<file path="src/rtl/branch_pred_unit_pkg.sv">
// Shared opcode definitions and branch-table constants for the branch resolution unit.
// Holds the instruction/register types, RISC-V control-flow opcode fields and the
// control-flow classification used between resolution and the target table.
package branch_pred_unit_pkg;

  typedef logic [31:0] instruction_t;
  typedef logic [31:0] register_t;

  // Major opcode field instr[6:0]
  localparam logic [6:0] M_OPC_JAL    = 7'b1101111;
  localparam logic [6:0] M_OPC_JALR   = 7'b1100111;
  localparam logic [6:0] M_OPC_BRANCH = 7'b1100011;

  // Conditional branch funct3 field instr[14:12]
  localparam logic [2:0] M_F3_BEQ  = 3'b000;
  localparam logic [2:0] M_F3_BNE  = 3'b001;
  localparam logic [2:0] M_F3_BLT  = 3'b100;
  localparam logic [2:0] M_F3_BGE  = 3'b101;
  localparam logic [2:0] M_F3_BLTU = 3'b110;
  localparam logic [2:0] M_F3_BGEU = 3'b111;

  typedef enum logic [1:0] {CfNone, CfJal, CfJalr, CfBranch} cf_kind_e;

  // Weakly-taken counter value (MSB set, rest clear) for a counter of the given width;
  // callers truncate to their own counter width.
  function automatic logic [31:0] bp_ctr_weak_taken(int unsigned bits);
    return 32'(1) << (bits - 1);
  endfunction

endpackage

</file>
<file path="src/rtl/branch_bht.sv">
// Direct-mapped tagged branch target table with saturating direction counters.
// Lookup is combinational from the flops; updates land on the clock edge; flush
// clears every valid bit and takes priority over a coincident update.
module branch_bht
  import branch_pred_unit_pkg::*;
#(
  parameter int unsigned XLEN        = 32,
  parameter int unsigned BHT_ENTRIES = 16,
  parameter int unsigned CTR_BITS    = 2
) (
  input  logic            clk_i,
  input  logic            rst_i,
  input  logic            flush_i,
  input  logic [XLEN-1:0] fetch_pc_i,
  output logic            pred_taken_o,
  output logic [XLEN-1:0] pred_target_o,
  input  logic            upd_branch_i,
  input  logic            upd_jal_i,
  input  logic            upd_jalr_i,
  input  logic            upd_taken_i,
  input  logic [XLEN-1:0] upd_pc_i,
  input  logic [XLEN-1:0] upd_target_i
);

  localparam int unsigned IDX_BITS = $clog2(BHT_ENTRIES);
  localparam int unsigned TAG_BITS = XLEN - IDX_BITS - 2;
  localparam logic [CTR_BITS-1:0] CTR_MAX = '1;
  localparam logic [CTR_BITS-1:0] BP_CTR_WEAK_TAKEN = CTR_BITS'(bp_ctr_weak_taken(CTR_BITS));

  typedef struct packed {
    logic                valid;
    logic [TAG_BITS-1:0] tag;
    logic [XLEN-1:0]     target;
    logic [CTR_BITS-1:0] ctr;
  } bp_entry_t;

  bp_entry_t           table_q [BHT_ENTRIES];
  logic [IDX_BITS-1:0] f_idx, u_idx;
  logic [TAG_BITS-1:0] u_tag;
  bp_entry_t           f_entry, u_entry, wr_entry_d;
  logic                u_hit, wr_en_d;

  // Word-offset bits never participate in indexing or tagging
  logic unused_pc_bits;
  assign unused_pc_bits = ^{fetch_pc_i[1:0], upd_pc_i[1:0]};

  // Fetch-side lookup straight from the table flops
  always_comb begin
    f_idx         = fetch_pc_i[IDX_BITS+1:2];
    f_entry       = table_q[f_idx];
    pred_taken_o  = f_entry.valid && (f_entry.tag == fetch_pc_i[XLEN-1:IDX_BITS+2]) &&
                    f_entry.ctr[CTR_BITS-1];
    pred_target_o = f_entry.target;
  end

  // Next contents of the entry addressed by the resolving instruction
  always_comb begin
    u_idx      = upd_pc_i[IDX_BITS+1:2];
    u_tag      = upd_pc_i[XLEN-1:IDX_BITS+2];
    u_entry    = table_q[u_idx];
    u_hit      = u_entry.valid && (u_entry.tag == u_tag);
    wr_en_d    = 1'b0;
    wr_entry_d = u_entry;
    if (upd_branch_i) begin
      if (u_hit) begin
        wr_en_d           = 1'b1;
        wr_entry_d.target = upd_target_i;
        if (upd_taken_i) begin
          if (u_entry.ctr != CTR_MAX) wr_entry_d.ctr = u_entry.ctr + CTR_BITS'(1);
        end else begin
          if (u_entry.ctr != '0) wr_entry_d.ctr = u_entry.ctr - CTR_BITS'(1);
        end
      end else if (upd_taken_i) begin
        wr_en_d           = 1'b1;
        wr_entry_d.valid  = 1'b1;
        wr_entry_d.tag    = u_tag;
        wr_entry_d.target = upd_target_i;
        wr_entry_d.ctr    = BP_CTR_WEAK_TAKEN;
      end
    end else if (upd_jal_i) begin
      wr_en_d           = 1'b1;
      wr_entry_d.valid  = 1'b1;
      wr_entry_d.tag    = u_tag;
      wr_entry_d.target = upd_target_i;
      wr_entry_d.ctr    = CTR_MAX;
    end else if (upd_jalr_i && u_hit) begin
      // Indirect targets are not cached; drop any stale entry for this PC
      wr_en_d          = 1'b1;
      wr_entry_d.valid = 1'b0;
    end
  end

  // Table storage: reset clears everything, flush clears only valid bits
  always_ff @(posedge clk_i or posedge rst_i) begin
    if (rst_i) begin
      for (int i = 0; i < BHT_ENTRIES; i++) table_q[i] <= '0;
    end else if (flush_i) begin
      for (int i = 0; i < BHT_ENTRIES; i++) table_q[i].valid <= 1'b0;
    end else if (wr_en_d) begin
      table_q[u_idx] <= wr_entry_d;
    end
  end

endmodule

</file>
<file path="src/rtl/branch_pred_unit.sv">
// Execute-stage control-flow resolution with a fetch-side branch target table.
// Produces the registered next PC, link address and mispredict flag.
// Optional feature macro: BRANCH_PERF_EN adds resolve/mispredict event counters.
module branch_pred_unit
  import branch_pred_unit_pkg::*;
#(
  parameter int unsigned     XLEN        = 32,
  parameter int unsigned     BHT_ENTRIES = 16,
  parameter int unsigned     CTR_BITS    = 2,
  parameter logic [XLEN-1:0] RESET_PC    = '0
) (
  input  logic            clk,
  input  logic            rst,
  input  logic [31:0]     instr,
  input  logic [XLEN-1:0] op1,
  input  logic [XLEN-1:0] op2,
  input  logic [XLEN-1:0] op3,
  input  logic [XLEN-1:0] pc,
  input  logic [XLEN-1:0] pred_pc,
  input  logic            enable,
  input  logic            step,
  input  logic            flush,
  input  logic [XLEN-1:0] fetch_pc,
  output logic            pred_taken,
  output logic [XLEN-1:0] pred_target,
  output logic [XLEN-1:0] pc_out,
  output logic [XLEN-1:0] ret_addr,
  output logic            mispredict
`ifdef BRANCH_PERF_EN
  ,
  output logic [31:0]     perf_branches,
  output logic [31:0]     perf_mispredicts
`endif
);

  cf_kind_e        kind;
  logic            br_taken;
  logic [XLEN-1:0] pc4, br_tgt, next_pc;
  logic [XLEN-1:0] pc_out_q, pc_out_d, ret_addr_q, ret_addr_d;
  logic            mispredict_q, mispredict_d;
  logic            resolve;

  // Only opcode and funct3 matter for control-flow classification
  logic unused_instr;
  assign unused_instr = ^{instr[31:15], instr[11:7]};

  assign resolve = step && enable;

  // Classify the instruction and evaluate the branch condition
  always_comb begin
    kind     = CfNone;
    br_taken = 1'b0;
    unique case (instr[6:0])
      M_OPC_JAL:  kind = CfJal;
      M_OPC_JALR: kind = CfJalr;
      M_OPC_BRANCH: begin
        kind = CfBranch;
        unique case (instr[14:12])
          M_F3_BEQ:  br_taken = (op1 == op2);
          M_F3_BNE:  br_taken = (op1 != op2);
          M_F3_BLT:  br_taken = ($signed(op1) < $signed(op2));
          M_F3_BGE:  br_taken = ($signed(op1) >= $signed(op2));
          M_F3_BLTU: br_taken = (op1 < op2);
          M_F3_BGEU: br_taken = (op1 >= op2);
          default:   kind = CfNone;
        endcase
      end
      default: kind = CfNone;
    endcase
  end

  // Resolved next PC and next-state of the output registers
  always_comb begin
    pc4    = pc + XLEN'(4);
    br_tgt = pc + op3;
    unique case (kind)
      CfJal:    next_pc = op1;
      CfJalr:   next_pc = (op1 + op2) & ~XLEN'(1);
      CfBranch: next_pc = br_taken ? br_tgt : pc4;
      default:  next_pc = pc4;
    endcase
    pc_out_d     = pc_out_q;
    ret_addr_d   = ret_addr_q;
    mispredict_d = mispredict_q;
    if (step) begin
      if (enable) begin
        pc_out_d     = next_pc;
        ret_addr_d   = pc4;
        mispredict_d = (next_pc != pred_pc);
      end else begin
        pc_out_d     = pc4;
        mispredict_d = 1'b0;
      end
    end
  end

  // Output registers
  always_ff @(posedge clk or posedge rst) begin
    if (rst) begin
      pc_out_q     <= RESET_PC;
      ret_addr_q   <= '0;
      mispredict_q <= 1'b0;
    end else begin
      pc_out_q     <= pc_out_d;
      ret_addr_q   <= ret_addr_d;
      mispredict_q <= mispredict_d;
    end
  end

  assign pc_out     = pc_out_q;
  assign ret_addr   = ret_addr_q;
  assign mispredict = mispredict_q;

  branch_bht #(
    .XLEN        (XLEN),
    .BHT_ENTRIES (BHT_ENTRIES),
    .CTR_BITS    (CTR_BITS)
  ) u_bht (
    .clk_i         (clk),
    .rst_i         (rst),
    .flush_i       (flush),
    .fetch_pc_i    (fetch_pc),
    .pred_taken_o  (pred_taken),
    .pred_target_o (pred_target),
    .upd_branch_i  (resolve && (kind == CfBranch)),
    .upd_jal_i     (resolve && (kind == CfJal)),
    .upd_jalr_i    (resolve && (kind == CfJalr)),
    .upd_taken_i   (br_taken),
    .upd_pc_i      (pc),
    .upd_target_i  ((kind == CfJal) ? op1 : br_tgt)
  );

`ifdef BRANCH_PERF_EN
  logic [31:0] perf_br_q, perf_br_d, perf_mp_q, perf_mp_d;

  // Event counters wrap naturally at 2^32
  always_comb begin
    perf_br_d = perf_br_q;
    perf_mp_d = perf_mp_q;
    if (resolve) begin
      perf_br_d = perf_br_q + 32'd1;
      if (mispredict_d) perf_mp_d = perf_mp_q + 32'd1;
    end
  end

  // Performance counter registers
  always_ff @(posedge clk or posedge rst) begin
    if (rst) begin
      perf_br_q <= '0;
      perf_mp_q <= '0;
    end else begin
      perf_br_q <= perf_br_d;
      perf_mp_q <= perf_mp_d;
    end
  end

  assign perf_branches    = perf_br_q;
  assign perf_mispredicts = perf_mp_q;
`endif

endmodule

</file>
<file path="config.mk">
export PLATFORM = sky130hd
export DESIGN_NAME = branch_pred_unit
export DESIGN_NICKNAME = d
export VERILOG_FILES = /design/src/rtl/branch_pred_unit_pkg.sv /design/src/rtl/branch_bht.sv /design/src/rtl/branch_pred_unit.sv
export SDC_FILE = /design/constraint.sdc
export NUM_CORES = 2
export LEC_CHECK = 0
export CORE_MARGIN = 8
export CORE_UTILIZATION = 35
export DETAILED_ROUTE_END_ITERATION = 10
export GPL_ROUTABILITY_DRIVEN = 0
export PLACE_DENSITY_LB_ADDON = 0.08
export SETUP_SLACK_MARGIN = 0.4
export SLEW_MARGIN = 15
export SYNTH_ARGS = -nofsm -noshare
export SYNTH_HDL_FRONTEND = slang
export SYNTH_SLANG_ARGS = --single-unit
</file>
<file path="constraint.sdc">
create_clock -name clk -period 43.2 [get_ports clk]
set_input_delay 6.48 -clock clk [delete_from_list [all_inputs] [get_ports clk]]
set_output_delay 6.48 -clock clk [all_outputs]
set_load 0.1 [all_outputs]
</file>
---- After elaboration in Yosys (flattened, before gate mapping) ----
Cells that the tools add are included.
operators by class
  add/sub/neg operators ................... 5
  order comparisons ....................... 7
  equal/unequal tests ..................... 17
  mux-type cells .......................... 50
  bitwise operators ....................... 3
  reduce and logical (&&, ||, !) cells .... 15
operators with widths
  cell                                                       number
  bitwise mux 976 bit                                        1
  2-to-1 mux 976 bit                                         1
  binary-select mux 61 bit (select 4 bit)                    2
  2-to-1 mux 61 bit                                          7
  demux 61 bit (select 4 bit)                                1
  2-to-1 mux 32 bit                                          3
  one-hot mux 32 bit (3 select lines)                        1
  adder 32 bit                                               2
  greater-or-equal comparator 32 bit                         2
  less-than comparator 32 bit                                2
  inequality test 32 bit                                     2
  2-to-1 mux 60 bit                                          1
  equality test 26 bit                                       2
  2-to-1 mux 34 bit                                          1
  adder 32 x 3 -> 32 bit (second input constant)             1
  equality test 32 bit                                       1
  2-to-1 mux 27 bit                                          1
  2-to-1 mux 1 bit                                           25
  equality test 7 bit (second input constant)                3
  equality test 3 bit (second input constant)                4
  greater-or-equal comparator 5 bit (second input constant)  2
  NOT 4 -> 5 bit                                             2
  logical AND 1 bit                                          9
  2-to-1 mux 2 bit                                           4
  14 further kinds                                           17
word-level totals
  register bits ........................... 1,041
  input port bits ......................... 229
  logic and storage cells ................. 164

---- Logic depth before layout (Yosys ltp) ----
  word-level depth ........................ 13
  gate-level depth with buffers ........... 20
  gate-level depth less buffers ........... 16

---- Cells and area by module ----
From an unflattened synthesis, not the netlist that was laid out.
second synthesis, totals
  cells, all modules ...................... 4,886
  area, all modules ....................... 63,817.5 um^2
by module, submodules not included
  module            instances  cells an instance  area an instance (um^2)
  branch_bht        1          3,359              53,263.6
  branch_pred_unit  1          1,527              10,553.9

---- Worst setup path before layout ----
OpenSTA, ideal clock, no wires.
  path kind ............................... input-to-output
  start ................................... input fetch_pc[3]
  end ..................................... output pred_taken
  arrival time ............................ 12.264 ns
  setup slack ............................. 24.456 ns
  stages .................................. 10
  path buffers ............................ 6
  cells stage by stage .................... clkbuf_1 > buf_1 > clkbuf_1 > buf_1 > clkbuf_1 > clkbuf_1 > mux4_2 > nor4_1 > nand4_1 > nor4_1
on the way
  word-level cells in the longest chain between the ends .. 7
RTL lines
  element                                                    line                    RTL
  start, declared                                            branch_pred_unit.sv:23  input logic [XLEN-1:0] fetch_pc,
  NOT 4 -> 5 bit (implied by the code) (*)                   branch_bht.sv:50        f_entry = table_q[f_idx];
  binary-select mux 61 bit (select 4 bit) (*)                branch_bht.sv:50
  2-to-1 mux 61 bit (implied by the code) (*) (2 in series)  branch_bht.sv:50
  equality test 26 bit                                       branch_bht.sv:51        pred_taken_o = f_entry.valid && (f_entry.tag == fetch_pc_i[XLEN-1:IDX_BITS+2]) &&
  logical AND 1 bit                                          branch_bht.sv:51
  logical AND 1 bit (*)                                      branch_bht.sv:51
  end, declared                                              branch_pred_unit.sv:24  output logic pred_taken,
Every way passes the cells marked *; elsewhere a longest branch is shown, timed or not. The select of a mux whose other input is x is not followed.

---- Worst setup path in the final report ----
  start ................................... input fetch_pc[4]
  end ..................................... output pred_taken
The elaborated chain is that of the path after synthesis.

==> results.toml <==
[drt]
drc = 0
post_drt_via_cell_ratio = 5.73
drtPass1Iterations = 5
drtAntennaViolNets = 0
drtIter0Drc = 3732
routed_wl_um = 227000
routedWlPerCell_um = 28.2
num_vias = 46100

[sta]
hold_viol = 0
setup_violations = 0
skew_ns = 0.0606
tns_ns = 0
rsz0062_at_grt = "false"
fmax_mhz = 53.7
drv_slew = 0
relSlewSlack = 0.199
tightest_slew_ns = 1.19
fin_crit_ns = 18.64
timing.final.crit_share = 0.431

[die]
start_util = 0.351
dieArea_um2 = 185000
fp-row-count = 152
coreArea_um2 = 171000
pin_count = 327
die_w_um = 431
die_y_um = 431

[synthesis]
async_flop_share = 1.00
synthFlopType = "dfrtp_1"
syn-instance-count = 5685
yosysSeqAreaShare = 0.433
synth.distinct_cells = 82
ys_ff_latch = 1041
synth_nets = 6014
syn_area_per_cell_um2 = 10.6
synth_edf_count = 0
synth_warnings = 0
netlist_area_um2 = 60100

[worst_setup_path]
path_buf_inv = 4
critPathKind = "in -> out"
cp-end-kind = "output port"
slowest_delay_ns = 1.19
critPathMaxFanout = 36
rrSetupSlack_ns = 37.06
worstPathRequired_ns = 36.72
cpLargestDelayFamily = "buffers and inverters"
worstPathArrival_ns = 12.16
crit_slowest_cell = "clkdlybuf4s50_1"
path_cells = "buf_6, buf_4, buf_4, mux4_2, mux4_2, xor2_1, nor4_1, nand4_1, nor4_1, clkdlybuf4s50_1"
startpoint_type = "primary input"

[grt]
gr-usage-all-layers = 0.241
overflow = 0
grt_pass1_wl_um = 335000
grt_pass1_vias = 46500
antenna_found_initial = 3
grt_max_degree = 152

[outcome]
outcome = "complete, no violations"

[clocking]
clock_path_buffers = 3
insertion_delay_ns = 0.78
cts_tree = "built"
cts-root-buf = "clkbuf_16"
clkTransAtPathRegs_ns = 0.06
h-tree-depth = 3
cts_resized = 0
numClockSinks = 1041
cts_inserted_buffers = 119
ctsHoldBuffers = 0
cts_setup_buffers = 0

[pwr]
internal_power_uw = 1710
p_leak_uw = 0.0276
switching_share = 0.283
seq_power_share = 0.414
p_clk_frac = 0.453
power_switching_uw = 675
ir_drop_mv = 0.0349
power_density_nw_per_um2 = 34.4
p_comb_frac = 0.134
p_total_uw = 2390

[layout]
multi_input_area_um2 = 32000
area_delta_synth_final_pct = 15.2
ff_latch_area_um2 = 26100
fillCellCount = 16700
instances_no_fill = 8053
drive_above_1_share = 0.174
fin_nets = 6048
final_common_cell = "nand2_1"
layout_common_cells = "1233 x nand2_1, 1041 x dfrtp_1, 933 x o21ai_0"

[place]
dp_hpwl_um = 145000
io_buffers = 302
dpl.cell_count = 7831

[run]
maxCapViolCount = 0

[min_path]
hp-class = "reg -> reg"
==> cell usage after synthesis, types with 6 or more instances <==
cell type / number / area [µm²]
nor3_1: 38 / 190
inv_1: 87 / 327
dfrtp_1: 1041 / 26000
buf_1: 46 / 173
a21o_1: 15 / 113
a21oi_1: 152 / 761
o211ai_1: 26 / 195
o221ai_1: 11 / 96.3
nor4_1: 21 / 131
mux2_2: 10 / 113
a31oi_1: 22 / 138
nand4_1: 37 / 231
or3_1: 25 / 156
o31ai_1: 10 / 75.1
ha_1: 98 / 1230
o2111ai_1: 7 / 61.3
clkbuf_1: 341 / 1280
mux2i_1: 54 / 541
nor2b_1: 17 / 106
mux4_2: 596 / 13400
and3_1: 11 / 68.8
nand3_1: 59 / 295
o21bai_1: 10 / 75.1
nand2b_1: 14 / 87.6
buf_2: 106 / 531
o21ai_0: 933 / 4670
xor2_1: 60 / 526
buf_6: 6 / 67.6
a22oi_1: 12 / 90.1
xnor2_1: 86 / 753
o21a_1: 7 / 52.6
or2_2: 6 / 37.5
o21ai_1: 186 / 931
nor2_1: 136 / 510
and2_1: 7 / 43.8
a2bb2oi_1: 6 / 52.6
o22ai_1: 9 / 56.3
nand2_1: 1235 / 4640
a221oi_1: 33 / 289
o311ai_0: 7 / 61.3
a211oi_1: 17 / 128
a311oi_1: 6 / 52.6
==> kinds of logic (layout without fill, tap and decap cells) <==
logic type / Yosys count / in the layout / share of synthesized area
flip-flops: 1041 / 1041 / 0.433
other: 0 / 3 / 0
adder cells (fa/ha/maj): 101 / 101 / 0.0212
multiplexers: 660 / 660 / 0.234
AND/OR/NAND/NOR: 1634 / 1634 / 0.112
AO/OA/AOI/OAI: 1509 / 1509 / 0.138
XOR/XNOR: 146 / 146 / 0.0213
buffers and inverters: 594 / 726 / 0.0408
==> worst register-to-register path, stage by stage, from the launching register on <==
cell and delay, ns:
dfrtp_1 0.40, mux4_2 0.47, mux4_2 0.53, xnor2_1 0.42, nand3_1 0.20, nor3_1 0.68
nand2_1 0.50, nor2_1 0.21, nor2_1 0.09, a21oi_4 0.52, nand3_4 0.91, buf_4 0.75
nand2_1 0.18, o21ai_0 0.09
==> path summary, 6_finish.rpt <==
| check | endpoint | cells after the start | startpoint |
|---|---|---|---|
| min | u_bht.table_q[0] | 2 | u_bht.table_q[0] |
| max reg2reg | u_bht.table_q[881] | 13 | u_bht.table_q[107] |
| max in group asynchronous | pc_out[19] | 7 | rst |
| max | pred_taken | 10 | fetch_pc[4] |
| min reg2reg | u_bht.table_q[0] | 2 | u_bht.table_q[0] |
| min in group asynchronous | u_bht.table_q[618] | 2 | rst |
==> layout make-up <==
class / instances / area share
Antenna cell: 3 / 0.000108
Clock buffer: 167 / 0.0492
Clock inverter: 52 / 0.0109
Inverter: 88 / 0.00487
Multi-Input combinational cell: 4050 / 0.462
Sequential cell: 1041 / 0.376
Tap cell: 2233 / 0.0403
Timing Repair Buffer: 419 / 0.0569
==> power groups by stage <==
stage          Combinational [µW]  Sequential (µW)  Clock [µW]
3_3_place_gp                  320             1000           0
6_report                      319              987        1080
5_1_grt                       336              988        1140
4_1_cts                       320              987        1110
2_1_floorplan                 141             1060           0
3_5_place_dp                  320             1010           0
==> flip-flops by register name (all words and copies together), names as in the netlist <==
register / cells
u_bht.table_q: 976
mispredict: 1
ret_addr: 32
pc_out: 32
==> metrics by stage <==
| stage | cell area [µm²] | util | setup WS (ns) | hold slack, ns |
|---|---|---|---|---|
| 6_report | 69300 | 0.405 | 24.56 | 0.481 |
| 5_1_grt | 69300 | 0.405 | 24.37 | 0.501 |
| 4_1_cts | 69200 | 0.405 | 24.39 | 0.483 |
| 3_5_place_dp | 65100 | 0.380 | 24.38 | 0.469 |
| 3_3_place_gp | 65000 | 0.380 | 24.44 | 0.460 |
| 2_1_floorplan | 60100 | - | 7.42 | 0.445 |
==> routing by layer <==
layer,share of wire,track usage
met5,0.000031,0
met4,0.041,0.0924
met3,0.050,0.0275
met2,0.47,0.386
met1,0.44,0.337
No activity file was read; power rests on OpenSTA's default activity.
